==> config.mk <==
export PLATFORM = sky130hd
export DESIGN_NAME = program_loader
export DESIGN_NICKNAME = d
export VERILOG_FILES = /design/src/rtl/program_loader.sv
export SDC_FILE = /design/constraint.sdc
export NUM_CORES = 1
export LEC_CHECK = 0
export BUFFER_PORTS_ARGS = -buffer_cell sky130_fd_sc_hd__buf_2
export CORE_ASPECT_RATIO = 2
export CORE_MARGIN = 2
export CORE_UTILIZATION = 53
export CTS_BUF_LIST = sky130_fd_sc_hd__clkbuf_8
export DETAILED_ROUTE_END_ITERATION = 10
export GPL_ROUTABILITY_DRIVEN = 0
export GPL_TIMING_DRIVEN = 0
export PLACE_DENSITY = 0.75
export SKIP_LAST_GASP = 1
export SYNTH_ARGS = -nofsm -noshare
export SYNTH_HDL_FRONTEND = slang
export SYNTH_SLANG_ARGS = --single-unit
==> constraint.sdc <==
create_clock -name clk -period 2.5 [get_ports clk]
set_clock_uncertainty 0.05 [all_clocks]
set_input_delay 0.25 -clock clk [delete_from_list [all_inputs] [get_ports clk]]
set_output_delay 0.25 -clock clk [all_outputs]
set_load 0.005 [all_outputs]
==> src/rtl/program_loader.sv <==
// program_loader: front-end for the SAP-1 programming port.
//
// Accepts a framed byte stream (LEN, LEN payload bytes, CSUM) over a valid/ready handshake,
// writes payload byte k into CPU RAM address k, and holds the CPU in reset until the
// checksum (payload sum + CSUM == 0 mod 256) verifies.
//
// Ports:
//   clk, rst           rising-edge clock, synchronous active-high reset
//   start              begin a new load (honoured in IDLE, RUN and ERROR only)
//   in_valid, in_data  byte source; transfer when in_valid && in_ready
//   in_ready           loader can accept a byte
//   pr_mode            CPU programming mode, high from LEN through CSUM
//   pr_address/pr_data RAM write address/data, held until the next payload byte
//   pr_we              one-cycle RAM write strobe
//   cpu_rst            CPU reset, low only in RUN
//   done               load verified, CPU running
//   error              bad length or checksum, sticky until start or rst
//
// All outputs are registered: the output process decodes the *next* state, so each output
// reflects the state the FSM is in during the same cycle.

module program_loader #(
  parameter int unsigned RAM_DEPTH = 16
) (
  input  logic       clk,
  input  logic       rst,
  input  logic       start,
  input  logic       in_valid,
  input  logic [7:0] in_data,
  output logic       in_ready,
  output logic       pr_mode,
  output logic [3:0] pr_address,
  output logic [7:0] pr_data,
  output logic       pr_we,
  output logic       cpu_rst,
  output logic       done,
  output logic       error
);

  typedef enum logic [2:0] {
    StIdle,
    StLen,
    StData,
    StWrite,
    StCsum,
    StRun,
    StError
  } state_e;

  localparam logic [7:0] MaxLen = 8'(RAM_DEPTH);

  state_e     state_q, state_d;
  logic [4:0] len_q, len_d;
  logic [3:0] idx_q, idx_d;
  logic [7:0] sum_q, sum_d;
  logic [3:0] addr_d;
  logic [7:0] data_d;

  logic in_ready_d, pr_mode_d, pr_we_d, cpu_rst_d, done_d, error_d;

  logic       xfer;
  logic [7:0] csum_total;

  assign xfer       = in_valid && in_ready;
  assign csum_total = sum_q + in_data;

  // State and datapath register.
  always_ff @(posedge clk) begin
    if (rst) begin
      state_q    <= StIdle;
      len_q      <= '0;
      idx_q      <= '0;
      sum_q      <= '0;
      pr_address <= '0;
      pr_data    <= '0;
    end else begin
      state_q    <= state_d;
      len_q      <= len_d;
      idx_q      <= idx_d;
      sum_q      <= sum_d;
      pr_address <= addr_d;
      pr_data    <= data_d;
    end
  end

  // Next-state and datapath logic.
  always_comb begin
    state_d = state_q;
    len_d   = len_q;
    idx_d   = idx_q;
    sum_d   = sum_q;
    addr_d  = pr_address;
    data_d  = pr_data;
    unique case (state_q)
      StIdle, StRun, StError: begin
        if (start) state_d = StLen;
      end
      StLen: begin
        if (xfer) begin
          if (in_data == 8'd0 || in_data > MaxLen) begin
            state_d = StError;
          end else begin
            len_d   = in_data[4:0];
            idx_d   = '0;
            sum_d   = '0;
            state_d = StData;
          end
        end
      end
      StData: begin
        if (xfer) begin
          data_d  = in_data;
          addr_d  = idx_q;
          sum_d   = sum_q + in_data;
          state_d = StWrite;
        end
      end
      StWrite: begin
        // Compare before incrementing so idx never wraps on a full-depth frame.
        if ({1'b0, idx_q} == len_q - 5'd1) begin
          state_d = StCsum;
        end else begin
          idx_d   = idx_q + 4'd1;
          state_d = StData;
        end
      end
      StCsum: begin
        if (xfer) state_d = (csum_total == 8'd0) ? StRun : StError;
      end
      default: state_d = StIdle;
    endcase
  end

  // Output decode from the next state, registered below.
  always_comb begin
    in_ready_d = 1'b0;
    pr_mode_d  = 1'b0;
    pr_we_d    = 1'b0;
    cpu_rst_d  = 1'b1;
    done_d     = 1'b0;
    error_d    = 1'b0;
    unique case (state_d)
      StIdle: ;
      StLen, StData, StCsum: begin
        in_ready_d = 1'b1;
        pr_mode_d  = 1'b1;
      end
      StWrite: begin
        pr_mode_d = 1'b1;
        pr_we_d   = 1'b1;
      end
      StRun: begin
        cpu_rst_d = 1'b0;
        done_d    = 1'b1;
      end
      StError: error_d = 1'b1;
      default: ;
    endcase
  end

  always_ff @(posedge clk) begin
    if (rst) begin
      in_ready <= 1'b0;
      pr_mode  <= 1'b0;
      pr_we    <= 1'b0;
      cpu_rst  <= 1'b1;
      done     <= 1'b0;
      error    <= 1'b0;
    end else begin
      in_ready <= in_ready_d;
      pr_mode  <= pr_mode_d;
      pr_we    <= pr_we_d;
      cpu_rst  <= cpu_rst_d;
      done     <= done_d;
      error    <= error_d;
    end
  end

endmodule

==> run_results.csv <==
group,metric,value,unit
logic_synthesis,synthArstFlopShare,0,%
logic_synthesis,syn_avg_cell_area,8.55,um^2
worst_hold_path,whs_path_depth,3,
logic_synthesis,muxShareOfSynthArea,1.87,%
detailed_routing,drt-total-wl,4880,um
detailed_routing,wire_per_inst,14.2,um
clocking,clk_latency,290,ps
cells_and_area,fill_cells,362,
power,intPower,0.945,mW
placement,dp_hpwl,3630,um
floorplan,initial_core_util,55.6,%
clocking,cts_tree,"yes",
worst_setup_path,crit_slowest_cell,"or4_1",
worst_setup_path,crit_fanout,6,
cells_and_area,antenna_cells,0,
placement,dpl-instance-area,2340,um^2
cells_and_area,drive_gt1_share,26.4,%
cells_and_area,area_growth,20.1,%
sta,setup-tns-final,-115,ps
sta,fin_crit_sh,104,%
detailed_routing,vias_per_cell,5.59,
cells_and_area,final_core_utilization,66.8,%
worst_hold_path,min_to,"pr_data[6]",
worst_setup_path,timing.rr.end,"in_ready",
status,violations,"negative setup slack",
detailed_routing,dr.pass1.iters,4,
grt,antenna_found_initial,0,
detailed_routing,drc,0,
power,totalPowerFinal,1.30,mW
worst_setup_path,path_cells,"ha_4 -> fa_2 -> a211oi_4 -> o211a_1 -> a2111oi_4 -> buf_4 -> a21boi_4 -> a211oi_4 -> or4_1 -> nand3_1",
grt,grt_pass1_wl,7800,um
logic_synthesis,yosys.area_share.xor_xnor,4.10,%
worst_setup_path,path_class,"flip-flop to flip-flop",
sta,fin_crit,2600,ps
floorplan,die_x,48.9,um
detailed_routing,ant_nets,0,
status,outcome,"finished with violations",
logic_synthesis,synthSimpleGateAreaFrac,29.4,%
floorplan,row_count,32,
grt,grt_pass1_vias,1805,
logic_synthesis,synth_top_cells_by_count,"nand2_1 (42), dfxtp_1 (38), a21oi_1 (27), nor2_1 (22), nor3_1 (10)",
logic_synthesis,synth.most_common_cell,"nand2_1",
sta,worst_pin_slew,578,ps
power,p_leak,0.979,nW
sta,setup_viol,3,
logic_synthesis,netlist.area_leader.share,35.6,%
logic_synthesis,netlist_instances,250,
floorplan,core,3840,um^2
sta,hold_violations,0,
power,p_sw_share,27.6,%
worst_hold_path,min_from,"in_data[6]",
sta,maxSlewHeadroom,61.2,%
floorplan,pin_count,30,
power,pwr-share-comb,18.0,%
sta,finalWorstSetupSlack,-97.9,ps
sta,rsz0062_at_grt,"yes",
clocking,clkTransAtPathRegs,70,ps
logic_synthesis,synth.yosys.seq_area_share,35.6,%
power,p_per_area,508,nW/um^2
logic_synthesis,syn-num-nets,272,
logic_synthesis,synthAdderAreaFrac,6.21,%
worst_setup_path,crit_path_max_incr_delay,510,ps
cells_and_area,design_area,2570,um^2
logic_synthesis,ys_warn_count,0,
power,max-vdd-ir-drop,0.348,mV
logic_synthesis,synth_compound_area_share,19.6,%
power,clkPwrFrac,33.2,%
logic_synthesis,synth_cell_types,55,
sta,max_freq,385,MHz
clocking,ctsHtreeMaxLevel,2,
logic_synthesis,synth_top_area_cell,"dfxtp_1",
cells_and_area,fin_nets,313,
run,cap_violations,0,
worst_setup_path,cp.arrival,2790,ps
detailed_routing,route.vias.total,1918,
power,p_seq_share,48.8,%
worst_hold_path,min_path_type,"input pin to flip-flop",
worst_setup_path,cp-end-kind,"flip-flop",
clocking,clockRootBuffer,"clkbuf_8",
worst_setup_path,crit_path_frequent_cell,"a211oi_4",
worst_setup_path,regToRegSetupSlack,-100,ps
clocking,cts_hold_buf,0,
worst_setup_path,cp.required,2690,ps
sta,drv_slew,0,
worst_setup_path,rr_worst_depth,10,
grt,overflow,0,
logic_synthesis,synthTopCellsByArea,"dfxtp_1 (36%), nand2_1 (7.4%), a21oi_1 (6.3%), ha_1 (5.3%), nor2_1 (3.9%)",
logic_synthesis,synth_ff_type,"dfxtp_1",
logic_synthesis,ys_ff_latch,38,
logic_synthesis,synth_top_family_by_area,"simple AND/OR/NAND/NOR gates",
grt,grt.total_usage,22.3,%
detailed_routing,drt_iter0_markers,43,
clocking,cts_buffer_depth,2,
logic_synthesis,synth_area,2140,um^2
grt,grt_max_degree,12,
power,switchingPower,0.359,mW
floorplan,dieArea,4590,um^2
clocking,cts_sinks,38,
worst_setup_path,worstReg2RegStart,"sum_q[0]",
worst_setup_path,startpoint_type,"flip-flop",
clocking,cts_buffers,5,
floorplan,fp.dieH,93.8,um
logic_synthesis,synth-edff-count,0,
placement,placement.io_buffers,28,
placed cells by master (no fill, tap or decap), drive strengths merged, types with 4 or more instances in the layout:
master  instances
nand2          42
dfxtp          38
buf            38
a21oi          27
nor2           23
clkbuf         13
nor3           11
ha              9
nor3b           7
inv             7
xnor2           6
o21ai           6
mux2i           4
nand3           4
xor2            4
nor4            4
how the worst max path moves through the flow:
stage,cells after the start,slack [ps],startpoint,to
floorplan,9,70,sum_q[0],in_ready
global placement,10,-300,in_data[0],in_ready
detailed placement,10,-340,in_data[0],in_ready
CTS,10,-120,sum_q[0],in_ready
global route,10,-170,sum_q[0],in_ready
finish,10,-100,sum_q[0],in_ready
cell type report:
class                           count  area [um^2]  area share, %
Timing Repair Buffer               34          185           7.22
Buffer                             11         50.0           1.95
Sequential cell                    38          762           29.7
Inverter                            6         22.5          0.878
Tap cell                           51         63.8           2.49
Clock inverter                      2         8.76          0.341
Clock buffer                        6         82.6           3.22
Multi-Input combinational cell    195         1390           54.2
power groups by stage:
stage | Sequential [mW] | Combinational (mW) | Clock, mW
6_report | 0.636 | 0.235 | 0.433
5_1_grt | 0.639 | 0.256 | 0.463
4_1_cts | 0.636 | 0.224 | 0.439
3_5_place_dp | 0.650 | 0.197 | 0
3_3_place_gp | 0.649 | 0.195 | 0
2_1_floorplan | 0.649 | 0.137 | 0
sequential cells by signal (all words and copies together) (netlist names):
| register | flops |
|---|---|
| pr_data | 8 |
| sum_q | 8 |
| len_q | 5 |
| idx_q | 4 |
| pr_address | 4 |
| state_q | 3 |
| cpu_rst | 1 |
| done | 1 |
| error | 1 |
| in_ready | 1 |
| pr_mode | 1 |
| pr_we | 1 |
logic make-up (layout without fill, tap and decap cells):
family                     after synthesis  count (layout)
and+or+nand+nor                        115             115
AOI/OAI and AO/OA                       56              56
DFF                                     38              38
buffers and inverters                   17              59
adders and majority gates               10              10
xor gates and xnor gates                10              10
muxes                                    4               4
per-layer routing:
| layer | share of wire [%] | global-route usage (%) | vias to the layer above |
|---|---|---|---|
| met5 | 0 | 0 | - |
| met4 | 3.4 | 14.8 | 0 |
| met3 | 2.4 | 4.14 | 17 |
| met2 | 55 | 42.8 | 34 |
| met1 | 39 | 20.6 | 902 |
| li1 | - | - | 965 |
critical path, delay by kind of cell (launching register included):
| kind | cells | cell delay (ps) |
|---|---|---|
| compound gates | 5 | 880 |
| fa+ha+maj | 2 | 530 |
| flops | 1 | 340 |
| simple gates | 2 | 580 |
| buf+inv | 1 | 160 |
per-stage QoR:
step	hold slack [ps]	instances	worst slack, ps
4_1_cts	185	342	-120
6_report	186	343	-97.9
5_1_grt	198	343	-173
3_5_place_dp	393	329	-335
3_3_place_gp	388	329	-304
2_1_floorplan	336	250	72.5
what timing repair did:
action / in CTS / in global routing
endpoints found under the setup margin: 8 / 8
setup buffers: 5 / 1
gates resized for setup: 12 / 6
hold endpoints to repair: 0 / 0
pin swaps: 10 / 13
Power figures use the tool's default switching activity.
